**config.mk**
```make
export PLATFORM = sky130hd
export DESIGN_NAME = fetch_redirect_unit_flat
export DESIGN_NICKNAME = d
export VERILOG_FILES = /design/src/rtl/fetch_redirect_unit_pkg.sv /design/src/rtl/fetch_redirect_unit_if.sv /design/src/rtl/fetch_redirect_unit_flopenrc_n.sv /design/src/rtl/fetch_redirect_unit.sv /design/src/flat_wrapper.sv
export SDC_FILE = /design/constraint.sdc
export NUM_CORES = 1
export LEC_CHECK = 0
export CAP_MARGIN = 25
export CORE_ASPECT_RATIO = 0.8
export CORE_MARGIN = 5
export CORE_UTILIZATION = 54
export CTS_CLUSTER_DIAMETER = 120
export DETAILED_ROUTE_END_ITERATION = 8
export GPL_TIMING_DRIVEN = 0
export PLACE_DENSITY = 0.92
export SETUP_SLACK_MARGIN = 0.1
export SYNTH_ARGS = -nofsm -noshare
export SYNTH_HDL_FRONTEND = slang
export SYNTH_HIERARCHICAL = 1
export SYNTH_SLANG_ARGS = --single-unit
```
**constraint.sdc**
```tcl
create_clock -name clk -period 5.87 [get_ports clk]
set_clock_uncertainty 0.2 [all_clocks]
set_input_delay 1.174 -clock clk [delete_from_list [all_inputs] [get_ports clk]]
set_output_delay 1.174 -clock clk [all_outputs]
set_load 0.03 [all_outputs]
```
**src/rtl/fetch_redirect_unit_pkg.sv**
```systemverilog
// Shared definitions for the fetch stage and its consumers.
// Holds the NOP encoding, the default reset PC and sequential increment, and
// the IF/ID bundle type that the decode stage reuses.
package fetch_redirect_unit_pkg;

    localparam int          PC_W_DEF    = 32;
    localparam int          INSTR_W_DEF = 32;
    localparam logic [31:0] RESET_PC_DEF = 32'h0000_0000;
    localparam int          PC_INC_DEF  = 4;
    localparam int          CNT_W_DEF   = 16;

    // All-zero instruction word used to fill a killed IF/ID slot
    localparam logic [INSTR_W_DEF-1:0] NOP = {INSTR_W_DEF{1'b0}};

    // IF/ID pipeline bundle at the default widths
    typedef struct packed {
        logic [INSTR_W_DEF-1:0] instr;
        logic [PC_W_DEF-1:0]    pc_plus;
        logic                   valid;
    } ifid_t;

endpackage

```
**src/rtl/fetch_redirect_unit_if.sv**
```systemverilog
// Instruction-memory bus between the fetch stage and instruction memory.
//   imem_addr  : fetch address driven by the fetch stage (master)
//   imem_rdata : instruction at imem_addr, same-cycle read (slave drives)
interface fetch_redirect_unit_if #(
    parameter int PC_W    = 32,
    parameter int INSTR_W = 32
);
    logic [PC_W-1:0]    imem_addr;
    logic [INSTR_W-1:0] imem_rdata;

    modport master (output imem_addr, input imem_rdata);
    modport slave  (input imem_addr, output imem_rdata);
endinterface

```
**src/rtl/fetch_redirect_unit_flopenrc_n.sv**
```systemverilog
// Parameterised flop with enable and synchronous clear, active-low async reset.
//   clk   : rising-edge clock
//   rst_n : asynchronous active-low reset, loads RST_VAL
//   en    : load d when high
//   clr   : synchronous clear to zero; beats en
//   d / q : data in / registered data out
module flopenrc_n #(
    parameter int           W       = 1,
    parameter logic [W-1:0] RST_VAL = '0
) (
    input  logic         clk,
    input  logic         rst_n,
    input  logic         en,
    input  logic         clr,
    input  logic [W-1:0] d,
    output logic [W-1:0] q
);

    // State register: reset, then clear, then load, else hold
    always_ff @(posedge clk or negedge rst_n) begin
        if (!rst_n) begin
            q <= RST_VAL;
        end else if (clr) begin
            q <= {W{1'b0}};
        end else if (en) begin
            q <= d;
        end else begin
            q <= q;
        end
    end

endmodule

```
**src/rtl/fetch_redirect_unit.sv**
```systemverilog
// Fetch stage: owns the fetch PC, the instruction-memory address and the
// IF/ID register. Redirects on taken branches, kills the wrong-path slot and
// buffers a redirect that arrives during a fetch stall.
//   clk, reset      : clock; asynchronous active-low reset
//   stallF, stallD  : hold fetch PC / hold IF/ID
//   flushD          : clear IF/ID
//   pcSrc           : taken-branch redirect, branchTarget is its address
//   imem            : instruction-memory bus (address out, read data in)
//   instrD, pcPlusD, validD : IF/ID contents
//   redirect_count  : saturating count of cycles with pcSrc=1
module fetch_redirect_unit
    import fetch_redirect_unit_pkg::*;
#(
    parameter int              PC_W     = PC_W_DEF,
    parameter int              INSTR_W  = INSTR_W_DEF,
    parameter logic [PC_W-1:0] RESET_PC = PC_W'(RESET_PC_DEF),
    parameter int              PC_INC   = PC_INC_DEF,
    parameter int              CNT_W    = CNT_W_DEF
) (
    input  logic                clk,
    input  logic                reset,
    input  logic                stallF,
    input  logic                stallD,
    input  logic                flushD,
    input  logic                pcSrc,
    input  logic [PC_W-1:0]     branchTarget,
    fetch_redirect_unit_if.master imem,
    output logic [INSTR_W-1:0]  instrD,
    output logic [PC_W-1:0]     pcPlusD,
    output logic                validD,
    output logic [CNT_W-1:0]    redirect_count
);

    logic [PC_W-1:0]  pc_f_r;
    logic [PC_W-1:0]  pc_next_s;
    logic [PC_W-1:0]  pc_plus_s;
    logic             pending_r;
    logic [PC_W-1:0]  pend_target_r;
    logic             kill_s;
    logic             buffer_s;
    logic [CNT_W-1:0] cnt_r;

    // Sequential successor wraps naturally at PC_W bits
    assign pc_plus_s = pc_f_r + PC_W'(PC_INC);

    // A redirect seen while fetch is stalled is parked until the stall drops
    assign buffer_s = pcSrc & stallF;

    // Wrong-path slot dies on flush, live redirect, or a parked redirect taking effect
    assign kill_s = flushD | pcSrc | (pending_r & ~stallF);

    // Next-PC select: live redirect beats parked redirect beats sequential
    always_comb begin
        pc_next_s = pc_plus_s;
        if (pcSrc) begin
            pc_next_s = branchTarget;
        end else if (pending_r) begin
            pc_next_s = pend_target_r;
        end else begin
            pc_next_s = pc_plus_s;
        end
    end

    flopenrc_n #(.W(PC_W), .RST_VAL(RESET_PC)) u_pc_f (
        .clk(clk), .rst_n(reset), .en(~stallF), .clr(1'b0),
        .d(pc_next_s), .q(pc_f_r)
    );

    // pending drops on any unstalled edge: it is either consumed or overridden by a live redirect
    flopenrc_n #(.W(1), .RST_VAL(1'b0)) u_pending (
        .clk(clk), .rst_n(reset), .en(buffer_s), .clr(~stallF),
        .d(1'b1), .q(pending_r)
    );

    // Newest redirect during a stall overwrites the parked target
    flopenrc_n #(.W(PC_W), .RST_VAL({PC_W{1'b0}})) u_pend_target (
        .clk(clk), .rst_n(reset), .en(buffer_s), .clr(1'b0),
        .d(branchTarget), .q(pend_target_r)
    );

    // IF/ID fields: kill is a clear, so it wins over stallD
    flopenrc_n #(.W(INSTR_W), .RST_VAL({INSTR_W{1'b0}})) u_instr_d (
        .clk(clk), .rst_n(reset), .en(~stallD), .clr(kill_s),
        .d(imem.imem_rdata), .q(instrD)
    );

    flopenrc_n #(.W(PC_W), .RST_VAL({PC_W{1'b0}})) u_pc_plus_d (
        .clk(clk), .rst_n(reset), .en(~stallD), .clr(kill_s),
        .d(pc_plus_s), .q(pcPlusD)
    );

    flopenrc_n #(.W(1), .RST_VAL(1'b0)) u_valid_d (
        .clk(clk), .rst_n(reset), .en(~stallD), .clr(kill_s),
        .d(1'b1), .q(validD)
    );

    // Saturating redirect counter, counts every pcSrc cycle regardless of stalls
    always_ff @(posedge clk or negedge reset) begin
        if (!reset) begin
            cnt_r <= {CNT_W{1'b0}};
        end else if (pcSrc && (cnt_r != {CNT_W{1'b1}})) begin
            cnt_r <= cnt_r + CNT_W'(1);
        end else begin
            cnt_r <= cnt_r;
        end
    end

    assign imem.imem_addr = pc_f_r;
    assign redirect_count = cnt_r;

endmodule
```
**src/flat_wrapper.sv**
```systemverilog
// flat-port wrapper written by rule: the top's interface ports become plain ports
module fetch_redirect_unit_flat import fetch_redirect_unit_pkg::*;
#(
    parameter int              PC_W     = PC_W_DEF,
    parameter int              INSTR_W  = INSTR_W_DEF,
    parameter logic [PC_W-1:0] RESET_PC = PC_W'(RESET_PC_DEF),
    parameter int              PC_INC   = PC_INC_DEF,
    parameter int              CNT_W    = CNT_W_DEF
)
  (clk, reset, stallF, stallD, flushD, pcSrc, branchTarget, instrD, pcPlusD, validD, redirect_count, imem_imem_addr, imem_imem_rdata);
  fetch_redirect_unit_if #(.PC_W(PC_W), .INSTR_W(INSTR_W)) imem_i ();
  input  logic clk;
  input  logic reset;
  input  logic stallF;
  input  logic stallD;
  input  logic flushD;
  input  logic pcSrc;
  input  logic [PC_W-1:0] branchTarget;
  output logic [INSTR_W-1:0] instrD;
  output logic [PC_W-1:0] pcPlusD;
  output logic validD;
  output logic [CNT_W-1:0] redirect_count;
  output wire logic [$bits(imem_i.imem_addr)-1:0] imem_imem_addr;
  input wire logic [$bits(imem_i.imem_rdata)-1:0] imem_imem_rdata;
  assign imem_imem_addr = imem_i.imem_addr;
  assign imem_i.imem_rdata = imem_imem_rdata;
  fetch_redirect_unit #(.PC_W(PC_W), .INSTR_W(INSTR_W), .RESET_PC(RESET_PC), .PC_INC(PC_INC), .CNT_W(CNT_W)) u_core (.clk(clk), .reset(reset), .stallF(stallF), .stallD(stallD), .flushD(flushD), .pcSrc(pcSrc), .branchTarget(branchTarget), .imem(imem_i), .instrD(instrD), .pcPlusD(pcPlusD), .validD(validD), .redirect_count(redirect_count));
endmodule
```
==> results.md <==
Setup path:
- The count of cells along the worst register-to-register path is 8.
- The worst-path maximum fanout is 10.
- Data on the critical path arrives at its endpoint at 3820 ps.
- The type of destination of the critical path is a register.
- The setup slack on the worst flop-to-flop path is 3210 ps.
- The worst register-to-register path ends at u_core/u_pc_f/q[20]$_DFFE_PN0P_.
- STA classifies the critical path startpoint as an input pin.
- The endpoint of the most critical setup path is u_core/u_pc_plus_d/q[15]$_DFFE_PN0P_.
- In this run the worst setup path begins at pcSrc.
- Data on the critical path is required at its endpoint by 5940 ps.
- The worst reg2reg path startpoint is u_core/u_pc_f/q[2]$_DFFE_PN0P_.
- The worst setup path is of the input pin to register kind.

Place:
- During placement, the flow inserted port buffers numbering 182.
- The HPWL after detailed placement is 15200 µm.
- Summing all placed instances gives a cell area of 0.00968 mm².
- At the placement stage, the worst setup path has a slack of 1730 ps.
- The final weighted congestion in routability-driven placement is 0.840.

Finish:
- The final instance area is 0.0103 mm².
- The antenna diode instance count is 0.
- The layout overhead on the synthesized area is 35.8%.
- The net count of the finished layout is 985.
- The layout filler cell count is 938.
- The share of final-layout standard cells stronger than drive strength 1 is 0.0767.
- The post-route core utilization is 0.752.

Synthesis:
- For this run, the number of Yosys warnings is 6.
- The gate count after technology mapping is 700.
- The most frequently used flop master after synthesis is sky130_fd_sc_hd__dfrtp_1.
- After synthesis the netlist holds a flip-flop and latch count of 146.
- The share of the yosys chip area belonging to registers is 0.483.
- The netlist area before placement is 0.00756 mm².
- The netlist uses 51 different library cells.
- The share of flip-flops with an asynchronous set or reset after synthesis is 1.00.
- The post-synthesis area per instance is 10.8 µm².
- The count of flip-flops with a built-in enable after synthesis is 0.

STA:
- The worst path needs 3750 ps of the cycle, external delays included.
- The minimum hold slack is 289 ps.
- The final setup slack of the worst path is 2120 ps.
- In this run the tightest slew margin relative to its limit is 0.436.
- The transition time at the pin with the least slew margin is 845 ps.
- The count of endpoints failing setup in the final report is 0.
- The max-slew violation total from the final report is 0.
- For this run, the top clock speed supported by timing is 267 MHz.
- Setup repair after global routing left no endpoint under its margin.
- The final number of hold-violating endpoints was 0.
- The final period utilization is 0.639.

GRT:
- The maximum number of pins on one net before global-route repair is 81.
- For this run, the total global-route usage over all layers was measured as 0.264.
- The initial antenna violation count came to 1.
- The number of global-route vias before repair is 6351.
- Global routing finished with a remaining overflow of 0.
- The first global-routing pass estimated 34000 µm of wire.

Power:
- The share of total power dissipated in sequential elements is 0.415.
- The relative contribution of combinational cells to total power is 0.190.
- The net switching power is 0.794 mW.
- The share of total power consumed by net switching is 0.292.
- Total power for the finished layout comes to 2.72 mW.
- The internal power summed over all cells is 1.93 mW.
- VDD sags by at most 0.340 mV.
- Power spread over the standard cell area amounts to 265 mW/mm².
- The standby leakage power is 4.78 nW.
- The share of total power dissipated in the clock network is 0.395.

Die:
- In this run the standard cell core region covers 0.0136 mm².
- Pin placement for this block handled 183 I/O pins.
- The floorplan die area is 0.0165 mm².
- The floorplan step set the die width to 142 µm.
- The height of the chip is 116 µm.
- After floorplanning, the core was divided into 38 placement rows.
- The effective utilization at floorplan is 0.554.

Clocking:
- The number of sinks on the clock net is 146.
- CTS placed an instance of sky130_fd_sc_hd__clkbuf_16 at the clock tree root.
- The H-tree was split into 4 levels.
- The maximum count of clock buffers along a single path is 2.
- TritonCTS built the clock tree.
- The number of buffers created by CTS is 17.
- The count of instances resized after the clock tree is built is 0.
- The clock latency on the worst-skew pair is 420 ps.
- The number of setup buffers added after CTS is 0.
- For this design, the CTS-stage hold fixing added 0 buffers.
- The clock transition at the register clock pins on the worst setup and hold paths after CTS is 60 ps.

Routing:
- For this run, the detailed router's first-pass iteration total came to 5.
- The number of design-rule violations left by the first detailed-router iteration is 649.
- The via count is 6250.
- The remaining antenna violation count after routing is 0.
- The average wire per standard cell is 19.3 µm.
- The via count normalized by instance count is 5.65.
- The number of design rule violations left after detail routing is 0.
- The final wirelength is 21400 µm.

Min path:
- In this run the worst hold path is classified as register to register.
- The worst hold path startpoint is u_core/redirect_count[14]$_DFFE_PN0P_.

Outcome:
- The run finished with clean final reports.

Run:
- The max capacitance violation total is 0.
[layout by cell type, fill, tap and decap left out, types with 10 or more instances in the layout]
cell	netlist	layout
sky130_fd_sc_hd__nor2_1	150	150
sky130_fd_sc_hd__nand2_1	38	38
sky130_fd_sc_hd__buf_12	12	12
sky130_fd_sc_hd__and4_1	10	10
sky130_fd_sc_hd__o21ai_0	16	15
sky130_fd_sc_hd__clkdlybuf4s50_1	0	181
sky130_fd_sc_hd__dfrtp_1	146	146
sky130_fd_sc_hd__clkbuf_16	0	17
sky130_fd_sc_hd__clkbuf_1	22	23
sky130_fd_sc_hd__xor2_1	14	14
sky130_fd_sc_hd__conb_1	2	12
sky130_fd_sc_hd__xnor2_1	24	24
sky130_fd_sc_hd__mux2i_1	144	144
sky130_fd_sc_hd__nand4_1	16	16
[layer usage]
metal / up-vias / track usage / share of wire
met5: - / 0 / 0.00051
met4: 2 / 0.0812 / 0.017
met3: 37 / 0.0677 / 0.086
met2: 285 / 0.417 / 0.47
met1: 3069 / 0.361 / 0.43
li1: 2857 / - / -
[cell usage after synthesis (3+ instances only)]
cell type | instances | area, µm²
sky130_fd_sc_hd__a21oi_1 | 5 | 25.0
sky130_fd_sc_hd__a22oi_1 | 5 | 37.5
sky130_fd_sc_hd__dfrtp_1 | 146 | 3650
sky130_fd_sc_hd__buf_6 | 4 | 45.0
sky130_fd_sc_hd__o21ai_0 | 16 | 80.1
sky130_fd_sc_hd__nand4_4 | 3 | 63.8
sky130_fd_sc_hd__and4_1 | 10 | 87.6
sky130_fd_sc_hd__nand3_1 | 9 | 45.0
sky130_fd_sc_hd__nor4_1 | 4 | 25.0
sky130_fd_sc_hd__xor2_1 | 14 | 123
sky130_fd_sc_hd__nor3_1 | 3 | 15.0
sky130_fd_sc_hd__and3_1 | 8 | 50.1
sky130_fd_sc_hd__o22ai_1 | 4 | 25.0
sky130_fd_sc_hd__nand3b_1 | 3 | 22.5
sky130_fd_sc_hd__o21ba_2 | 3 | 30.0
sky130_fd_sc_hd__nand4_1 | 16 | 100
sky130_fd_sc_hd__inv_1 | 8 | 30.0
sky130_fd_sc_hd__a21o_1 | 3 | 22.5
sky130_fd_sc_hd__xnor2_1 | 24 | 210
sky130_fd_sc_hd__buf_12 | 12 | 240
sky130_fd_sc_hd__a31oi_1 | 3 | 18.8
sky130_fd_sc_hd__and2_1 | 3 | 18.8
sky130_fd_sc_hd__nor2_1 | 150 | 563
sky130_fd_sc_hd__a22o_1 | 3 | 26.3
sky130_fd_sc_hd__clkbuf_1 | 22 | 82.6
sky130_fd_sc_hd__nand2_1 | 38 | 143
sky130_fd_sc_hd__or4_1 | 5 | 37.5
sky130_fd_sc_hd__mux2i_1 | 144 | 1440
[per-stage QoR]
step,instances,setup TNS (ps)
floorplan,710,0
global placement,1072,-353990
detailed placement,1074,0
CTS,1106,0
global route,1106,0
finish,1106,0
[worst min path at each step]
stage                                             endpoint  slack (ps)  cells after the start
floorplan           u_core/u_pend_target/q[27]$_DFFE_PN0P_         280                      2
global placement     u_core/redirect_count[14]$_DFFE_PN0P_         270                      1
detailed placement   u_core/redirect_count[15]$_DFFE_PN0P_         280                      1
CTS                  u_core/redirect_count[15]$_DFFE_PN0P_         290                      1
global route         u_core/redirect_count[15]$_DFFE_PN0P_         310                      1
finish               u_core/redirect_count[14]$_DFFE_PN0P_         290                      1
[sequential cells by signal, indices dropped and copies added (netlist names)]
signal and cells:
u_core/u_pend_target/q 32, u_core/redirect_count 16, u_core/u_pending/q 1, u_core/u_instr_d/q 32, u_core/u_valid_d/q 1, u_core/u_pc_plus_d/q 32
u_core/u_pc_f/q 32
[layout make-up]
cell class	instances	area (µm²)	share of cell area
well taps	180	225	0.0219
plain buffers	40	377	0.0367
flip-flops and latches	146	3650	0.356
inverters	8	30.0	0.00293
clock inverters	14	155	0.0151
multi-input cells	516	3540	0.345
clock buffers	18	429	0.0418
repair buffers	184	1860	0.181
[kinds of logic after synthesis]
kind of cell    Yosys count  share of synthesized area
mux                     146                      0.194
buf+inv                  48                     0.0538
compound gates           51                     0.0464
xor+xnor                 38                     0.0440
simple gates            267                      0.174
other cells               2                   0.000994
fa+ha+maj                 2                    0.00331
flops                   146                      0.483
[power by group through the flow]
| stage | Combinational (mW) | Sequential (mW) | Clock, mW |
|---|---|---|---|
| after floorplan | 0.204 | 1.22 | 0 |
| final | 0.518 | 1.13 | 1.07 |
| after detailed placement | 0.512 | 1.14 | 0 |
| after global routing | 0.554 | 1.14 | 1.13 |
| after global placement | 0.499 | 1.14 | 0 |
| after CTS | 0.516 | 1.13 | 1.09 |
[critical path, stage by stage]
cell and delay (ps):
sky130_fd_sc_hd__clkdlybuf4s50_1 520, sky130_fd_sc_hd__clkbuf_1 390, sky130_fd_sc_hd__clkbuf_1 500, sky130_fd_sc_hd__nor2_1 120, sky130_fd_sc_hd__o21ai_1 320, sky130_fd_sc_hd__buf_4 270, sky130_fd_sc_hd__clkbuf_1 390, sky130_fd_sc_hd__nor2_1 130
No activity file was read; power rests on OpenSTA's default activity.
